--- config.mk ---
export PLATFORM = sky130hd
export DESIGN_NAME = fifo_rptr_empty
export DESIGN_NICKNAME = d
export VERILOG_FILES = /design/src/rtl/fifo_pkg.sv /design/src/rtl/fifo_rptr_empty.sv
export SDC_FILE = /design/constraint.sdc
export NUM_CORES = 1
export LEC_CHECK = 0
export BUFFER_PORTS_ARGS = -buffer_cell sky130_fd_sc_hd__buf_2
export CAP_MARGIN = 20
export CORE_MARGIN = 2
export CORE_UTILIZATION = 54
export CTS_CLUSTER_DIAMETER = 80
export DETAILED_ROUTE_END_ITERATION = 10
export PLACE_DENSITY = 0.81
export RECOVER_POWER = 50
export SLEW_MARGIN = 25
export SYNTH_ARGS = -nofsm -noshare
export SYNTH_HDL_FRONTEND = slang
export SYNTH_SLANG_ARGS = --single-unit
--- constraint.sdc ---
create_clock -name rclk -period 5.7 [get_ports rclk]
set_input_delay 1.14 -clock rclk [delete_from_list [all_inputs] [get_ports rclk]]
set_output_delay 1.14 -clock rclk [all_outputs]
set_load 0.01 [all_outputs]
--- src/rtl/fifo_pkg.sv ---
// -----------------------------------------------------------------------------
// fifo_pkg
//   Shared definitions for the dual-clock FIFO pointer blocks (read-side
//   pointer/empty and write-side pointer/full).
//
//   Contents:
//     FIFO_ASIZE          default address width (depth = 2**FIFO_ASIZE)
//     FIFO_AEMPTY_THRESH  default almost-empty threshold
//     PTR_MAX_W           width of the generic pointer word used by the
//                         Gray helpers
//     bin2gray()          binary -> Gray conversion
//     gray2bin()          Gray -> binary conversion (XOR prefix from MSB down)
//
//   The helpers work on a fixed-width word so one copy serves every ASIZE.
//   Callers zero-extend their ASIZE+1 bit pointer into the word and keep the
//   low ASIZE+1 bits of the result. Leading zeros do not change the low bits
//   in either direction.
// -----------------------------------------------------------------------------
package fifo_pkg;

    localparam int FIFO_ASIZE         = 4;
    localparam int FIFO_AEMPTY_THRESH = 2;
    localparam int PTR_MAX_W          = 32;

    typedef logic [PTR_MAX_W-1:0] ptr_word_t;

    function automatic ptr_word_t bin2gray(input ptr_word_t b);
        return (b >> 1) ^ b;
    endfunction

    function automatic ptr_word_t gray2bin(input ptr_word_t g);
        ptr_word_t b;
        b[PTR_MAX_W-1] = g[PTR_MAX_W-1];
        for (int i = PTR_MAX_W - 2; i >= 0; i--) begin
            b[i] = b[i+1] ^ g[i];
        end
        return b;
    endfunction

endpackage

--- src/rtl/fifo_rptr_empty.sv ---
// -----------------------------------------------------------------------------
// fifo_rptr_empty
//   Read-side pointer and status block of the dual-clock FIFO. Everything in
//   here runs on rclk. The write pointer arrives already synchronized (Gray).
//
//   Parameters:
//     ASIZE          address width, depth = 2**ASIZE (ASIZE <= 30)
//     AEMPTY_THRESH  ralmost_empty when level <= this value (0..2**ASIZE)
//
//   Ports:
//     rclk           read clock
//     rrst_n         synchronous active-low reset
//     rinc           read request, pops one entry when not empty
//     rq2_wptr       synchronized Gray write pointer (ASIZE+1)
//     raddr          binary read address to the memory (ASIZE)
//     rptr           registered Gray read pointer to the r2w synchronizer
//     rempty         registered empty flag
//     ralmost_empty  registered level <= AEMPTY_THRESH
//     rlevel         registered fill level seen from the read side
//     runderflow     one-cycle pulse for a read attempted while empty
// -----------------------------------------------------------------------------
module fifo_rptr_empty
    import fifo_pkg::*;
#(
    parameter int ASIZE         = FIFO_ASIZE,
    parameter int AEMPTY_THRESH = FIFO_AEMPTY_THRESH
) (
    input  logic             rclk,
    input  logic             rrst_n,
    input  logic             rinc,
    input  logic [ASIZE:0]   rq2_wptr,
    output logic [ASIZE-1:0] raddr,
    output logic [ASIZE:0]   rptr,
    output logic             rempty,
    output logic             ralmost_empty,
    output logic [ASIZE:0]   rlevel,
    output logic             runderflow
);

    localparam int PW = ASIZE + 1;

    typedef logic [ASIZE:0] ptr_t;

    localparam ptr_t THRESH = ptr_t'(AEMPTY_THRESH);

    ptr_t      rbin;
    ptr_t      rbinnext;
    ptr_t      rgraynext;
    ptr_t      rwbin;
    ptr_t      rlevelnext;
    logic      rpop;
    ptr_word_t graynext_w;
    ptr_word_t wbin_w;
    logic      unused_hi;

    // Next-state pointer arithmetic. The level is taken against the *next*
    // read pointer so a pop and a write-pointer advance in the same cycle
    // both land in one registered result.
    always_comb begin
        rpop       = rinc & ~rempty;
        rbinnext   = rbin + ptr_t'(rpop);
        graynext_w = bin2gray(ptr_word_t'(rbinnext));
        rgraynext  = graynext_w[ASIZE:0];
        wbin_w     = gray2bin(ptr_word_t'(rq2_wptr));
        rwbin      = wbin_w[ASIZE:0];
        // Modulo 2**(ASIZE+1) subtraction; the extra MSB keeps full (level
        // = 2**ASIZE) distinct from empty.
        rlevelnext = rwbin - rbinnext;
    end

    // Upper bits of the generic helper words are always zero here.
    assign unused_hi = ^{graynext_w[PTR_MAX_W-1:PW], wbin_w[PTR_MAX_W-1:PW]};

    always_ff @(posedge rclk) begin
        if (!rrst_n) begin
            rbin          <= '0;
            rptr          <= '0;
            rempty        <= 1'b1;
            ralmost_empty <= 1'b1;
            rlevel        <= '0;
            runderflow    <= 1'b0;
        end else begin
            rbin          <= rbinnext;
            rptr          <= rgraynext;
            rempty        <= (rgraynext == rq2_wptr);
            ralmost_empty <= (rlevelnext <= THRESH);
            rlevel        <= rlevelnext;
            runderflow    <= rinc & rempty;
        end
    end

    assign raddr = rbin[ASIZE-1:0];

endmodule

Yosys cells after proc, flatten, opt, wreduce, memory -nomap -nowiden
Index checks and enable logic that the tools add are counted.
W data, S select, Z words.

storage, ports and cells
  register bits after elaboration = 18
  latch bits = 0
  memory bits (writable) = 0
  ROM bits = 0
  output and inout bits = 17
  memories kept = 0

cells by class
  $add $sub $neg = 2
  $mul = 0
  divide/modulo/power cells = 0
  $lt $le $gt $ge = 1
  eq/ne operators = 1
  shift operators = 0
  multiplexer cells = 0
  bitwise logic cells = 8
  reduce and logical (&&, ||, !) cells = 0

operators with widths
  kind                  count
  $add A5 B1 Y5         1
  $eq A5 B5 Y1          1
  $le A5 B2 Y1 const B  1
  $sub A5 B5 Y5         1
  $xor A4 B5 Y5         1
  $xor A1 B1 Y1         4
  $and A1 B1 Y1         2
  $not A1 Y1            1

Depth between registers and ports, before layout
  word-level depth = 6
  mapped depth = 10

Worst setup path before layout
No wires, ideal clock.

  kind = input-to-reg
  start point = input rq2_wptr[4]
  end point = register ralmost_empty
  setup time = 103 ps
  arrival = 3,226 ps
  data required time = 5,597 ps
  setup slack = 2,370 ps
  stages = 9
  path buffers = 0
  path through = xor3_2 > xor2_1 > xnor2_1 > ha_1 > inv_1 > fa_1 > a31oi_1 > xor2_1 > a2111oi_2

on the way
  word-level cells in the longest chain between the ends = 6

RTL lines
  what                         line                   text
  start: declaration           fifo_rptr_empty.sv:31  input logic [ASIZE:0] rq2_wptr,
  $xor A1 B1 Y1 (4 in series)  fifo_pkg.sv:35         b[i] = b[i+1] ^ g[i];
  $sub A5 B5 Y5 (*)            fifo_rptr_empty.sv:68  rlevelnext = rwbin - rbinnext;
  $le A5 B2 Y1 (*)             fifo_rptr_empty.sv:86  ralmost_empty <= (rlevelnext <= THRESH);
  end signal: assignment       fifo_rptr_empty.sv:86
  end: declaration             fifo_rptr_empty.sv:35  output logic ralmost_empty,

Mark *: on every way between the ends. The rest lies on a longest branch, timed or not.
A chain may end at the register's enable or synchronous reset.

Worst setup path in the final report
Same ends and word-level chain as after synthesis.

==> impl_metrics.env <==
export IMPL_gr_total_overflow=0
export IMPL_fin_worst_skew_ns=0.00375
export IMPL_p_per_area_nw_per_um2=255
export IMPL_post_route_min_period_ns=3.29
export IMPL_synth_top_cell_area_share_pct=35.8
export IMPL_final_cells=132
export IMPL_place_inst=128
export IMPL_rrSetupSlack_ns=3.17
export IMPL_drc=0
export IMPL_crit_fanout=3
export IMPL_crit_slowest_cell="xor3_2"
export IMPL_synth_top_family_by_area="XOR/XNOR gates"
export IMPL_track_usage_pct=17.9
export IMPL_via_per_inst=5.17
export IMPL_hp_class="flip-flop to flip-flop"
export IMPL_cts_buffer_depth=2
export IMPL_worstHoldStart="rempty"
export IMPL_ys_seq_area_share_pct=35.8
export IMPL_post_cts_buffers=0
export IMPL_grt_pass1_wl_um=2580
export IMPL_die_y_um=45.9
export IMPL_ys_types=29
export IMPL_hold_depth=1
export IMPL_grt_antenna_before_repair=0
export IMPL_grt_max_degree=18
export IMPL_power_leakage_nw=0.476
export IMPL_hold_viol_final=0
export IMPL_htreeDepth=1
export IMPL_synth_seq_cells=17
export IMPL_rsz0062_at_grt="false"
export IMPL_synthToLayoutAreaGrowth_pct=14.0
export IMPL_worst_setup_path_type="primary input to flip-flop"
export IMPL_endpoint_kind="flip-flop"
export IMPL_worst_pin_slew_ns=0.562
export IMPL_clk_latency_ns=0.31
export IMPL_syn_area_per_cell_um2=10.7
export IMPL_hold_end="runderflow"
export IMPL_dieWidth_um=45.9
export IMPL_synth_net_count=104
export IMPL_drive_gt1_share_pct=16.5
export IMPL_num_antenna_cells=0
export IMPL_synth_top_cell_by_area="dfxtp_1"
export IMPL_irDropWorstVdd_uv=128
export IMPL_synthCells=89
export IMPL_clock_sinks=17
export IMPL_die_area_um2=2110
export IMPL_drt_iter0_markers=11
export IMPL_yosys_area_share_adder_pct=10.0
export IMPL_fill_cells=157
export IMPL_syn_area_um2=950
export IMPL_vias=683
export IMPL_place_hpwl_um=1240
export IMPL_status="completed"
export IMPL_synthXorXnorAreaFrac_pct=24.2
export IMPL_r2r_start="rempty"
export IMPL_finalNetCount=131
export IMPL_yosys_warnings=0
export IMPL_synth_area_mux_share_pct=1.05
export IMPL_synthSimpleGateAreaFrac_pct=16.6
export IMPL_cts_tree="built"
export IMPL_post_route_period_util_pct=57.7
export IMPL_post_cts_resized=0
export IMPL_cp_start_kind="primary input"
export IMPL_yosys_top_cells_area="dfxtp_1 36%, xor2_1 10%, and2_1 8.6%"
export IMPL_pin_count=25
export IMPL_ant_nets=0
export IMPL_synth_compound_area_share_pct=8.70
export IMPL_clockRootBuffer="clkbuf_4"
export IMPL_cts_hold_buf=0
export IMPL_start_util_pct=56.2
export IMPL_cts_buffers=3
export IMPL_slew_headroom_pct=62.6
export IMPL_routedWlPerCell_um=11.9
export IMPL_path_common_cell="xor2_1"
export IMPL_path_cells="buf_2, xor3_2, xor2_1, xnor2_1, ha_1, inv_1, fa_1, a31oi_1, xor2_1, a2111oi_2"
export IMPL_arrival_ns=3.50
export IMPL_slowest_delay_ns=0.47
export IMPL_grt_pass1_vias=610
export IMPL_clkTransAtPathRegs_ns=0.10
export IMPL_drt_pass1_iterations=4
export IMPL_fp_coreArea_um2=1690
export IMPL_setup_tns_ns=0
export IMPL_r2r_end="ralmost_empty"
export IMPL_place_port_buffers=24
export IMPL_rows=15
export IMPL_place_congestion=0.812
export IMPL_drt_wl_total_um=1570
export IMPL_critPathRequiredTime_ns=5.91
export IMPL_maxCapViolations=0
export IMPL_reg2regPathDepth=10
export IMPL_max_freq_mhz=304
export IMPL_slew_viol_final=0
export IMPL_finalSetupViolCount=0
## power breakdown
group | leakage [nW] | internal (mW) | switching [mW]
registers | 0.140 | 0.131 | 0.00363
clock network | 0.0177 | 0.0263 | 0.0402
logic | 0.319 | 0.0352 | 0.0400
## through the flow
stage	worst slack (ns)	area (um2)	utilization [%]	power, mW	hold WS, ns
3_3_place_gp	2.15	1070	63.5	0.214	0.503
2_1_floorplan	2.37	950	-	0.192	0.537
3_5_place_dp	2.07	1070	63.5	0.216	0.500
4_1_cts	2.39	1100	65.1	0.281	0.522
5_1_grt	2.21	1080	64.1	0.295	0.535
6_report	2.41	1080	64.1	0.276	0.522
## registers in the layout (all words and copies together) (netlist names)
| signal | count |
|---|---|
| rbin | 4 |
| rlevel | 5 |
| ralmost_empty | 1 |
| rptr | 5 |
| runderflow | 1 |
| rempty | 1 |
## cell families after synthesis
family | count (synthesis)
AND/OR/NAND/NOR | 25
buffers and inverters | 6
flip-flops | 17
adder cells (fa/ha/maj) | 7
AO/OA/AOI/OAI | 11
multiplexers | 1
XOR/XNOR | 22
## critical path: cells and delay by family
| kind | cells | cell delay (ns) |
|---|---|---|
| adders and majority gates | 2 | 0.59 |
| xor gates and xnor gates | 4 | 1.06 |
| AOI/OAI and AO/OA | 2 | 0.53 |
| buffers and inverters | 2 | 0.18 |
## worst max path at each step
stage | to | cells after the start | slack, ns | start
finish | ralmost_empty | 10 | 2.41 | rq2_wptr[4]
global route | ralmost_empty | 10 | 2.21 | rq2_wptr[4]
CTS | ralmost_empty | 10 | 2.39 | rq2_wptr[4]
detailed placement | ralmost_empty | 10 | 2.07 | rq2_wptr[4]
global placement | ralmost_empty | 10 | 2.15 | rq2_wptr[4]
floorplan | ralmost_empty | 9 | 2.37 | rq2_wptr[4]
## cell usage after synthesis (all sizes together)
| cell type | count |
|---|---|
| mux2i | 1 |
| a21boi | 1 |
| xor3 | 1 |
| nor3b | 2 |
| nor2 | 1 |
| a311oi | 1 |
| nor2b | 5 |
| a31oi | 1 |
| nand3 | 2 |
| xnor2 | 9 |
| buf | 1 |
| a2111oi | 1 |
| xnor3 | 1 |
| a21oi | 3 |
| o211ai | 1 |
| and4b | 1 |
| inv | 4 |
| clkbuf | 1 |
| and2 | 13 |
| o41ai | 1 |
| dfxtp | 17 |
| ha | 6 |
| fa | 1 |
| xor2 | 11 |
| o21ai | 1 |
| a21o | 1 |
| and3 | 1 |
## placed cells by master, fill, tap and decap left out, types with 2 or more instances in the layout
master,netlist,layout
dfxtp_1,17,17
clkbuf_1,1,14
and2_1,13,12
xor2_1,11,11
buf_2,0,10
xnor2_1,8,8
ha_1,6,6
nor2b_1,5,5
inv_1,3,3
a21oi_1,3,3
clkbuf_4,0,3
nand3_1,2,2
nor3b_1,2,2
## layout make-up
type | count | area, um2 | area share [%]
repair buffers | 24 | 103 | 9.48
flip-flops and latches | 17 | 340 | 31.4
inverters | 4 | 15.0 | 1.39
well taps | 17 | 21.3 | 1.97
clock inverters | 1 | 5.00 | 0.462
multi-input cells | 66 | 576 | 53.2
clock buffers | 3 | 22.5 | 2.08
## routing by layer
layer	vias up	global-route usage, %	wire length [um]
li1	353	-	-
met1	313	20.7	734
met2	15	28.3	744
met3	2	5.95	59
met4	0	10.3	29
met5	-	0	0
(Power assumes the default switching activity.)
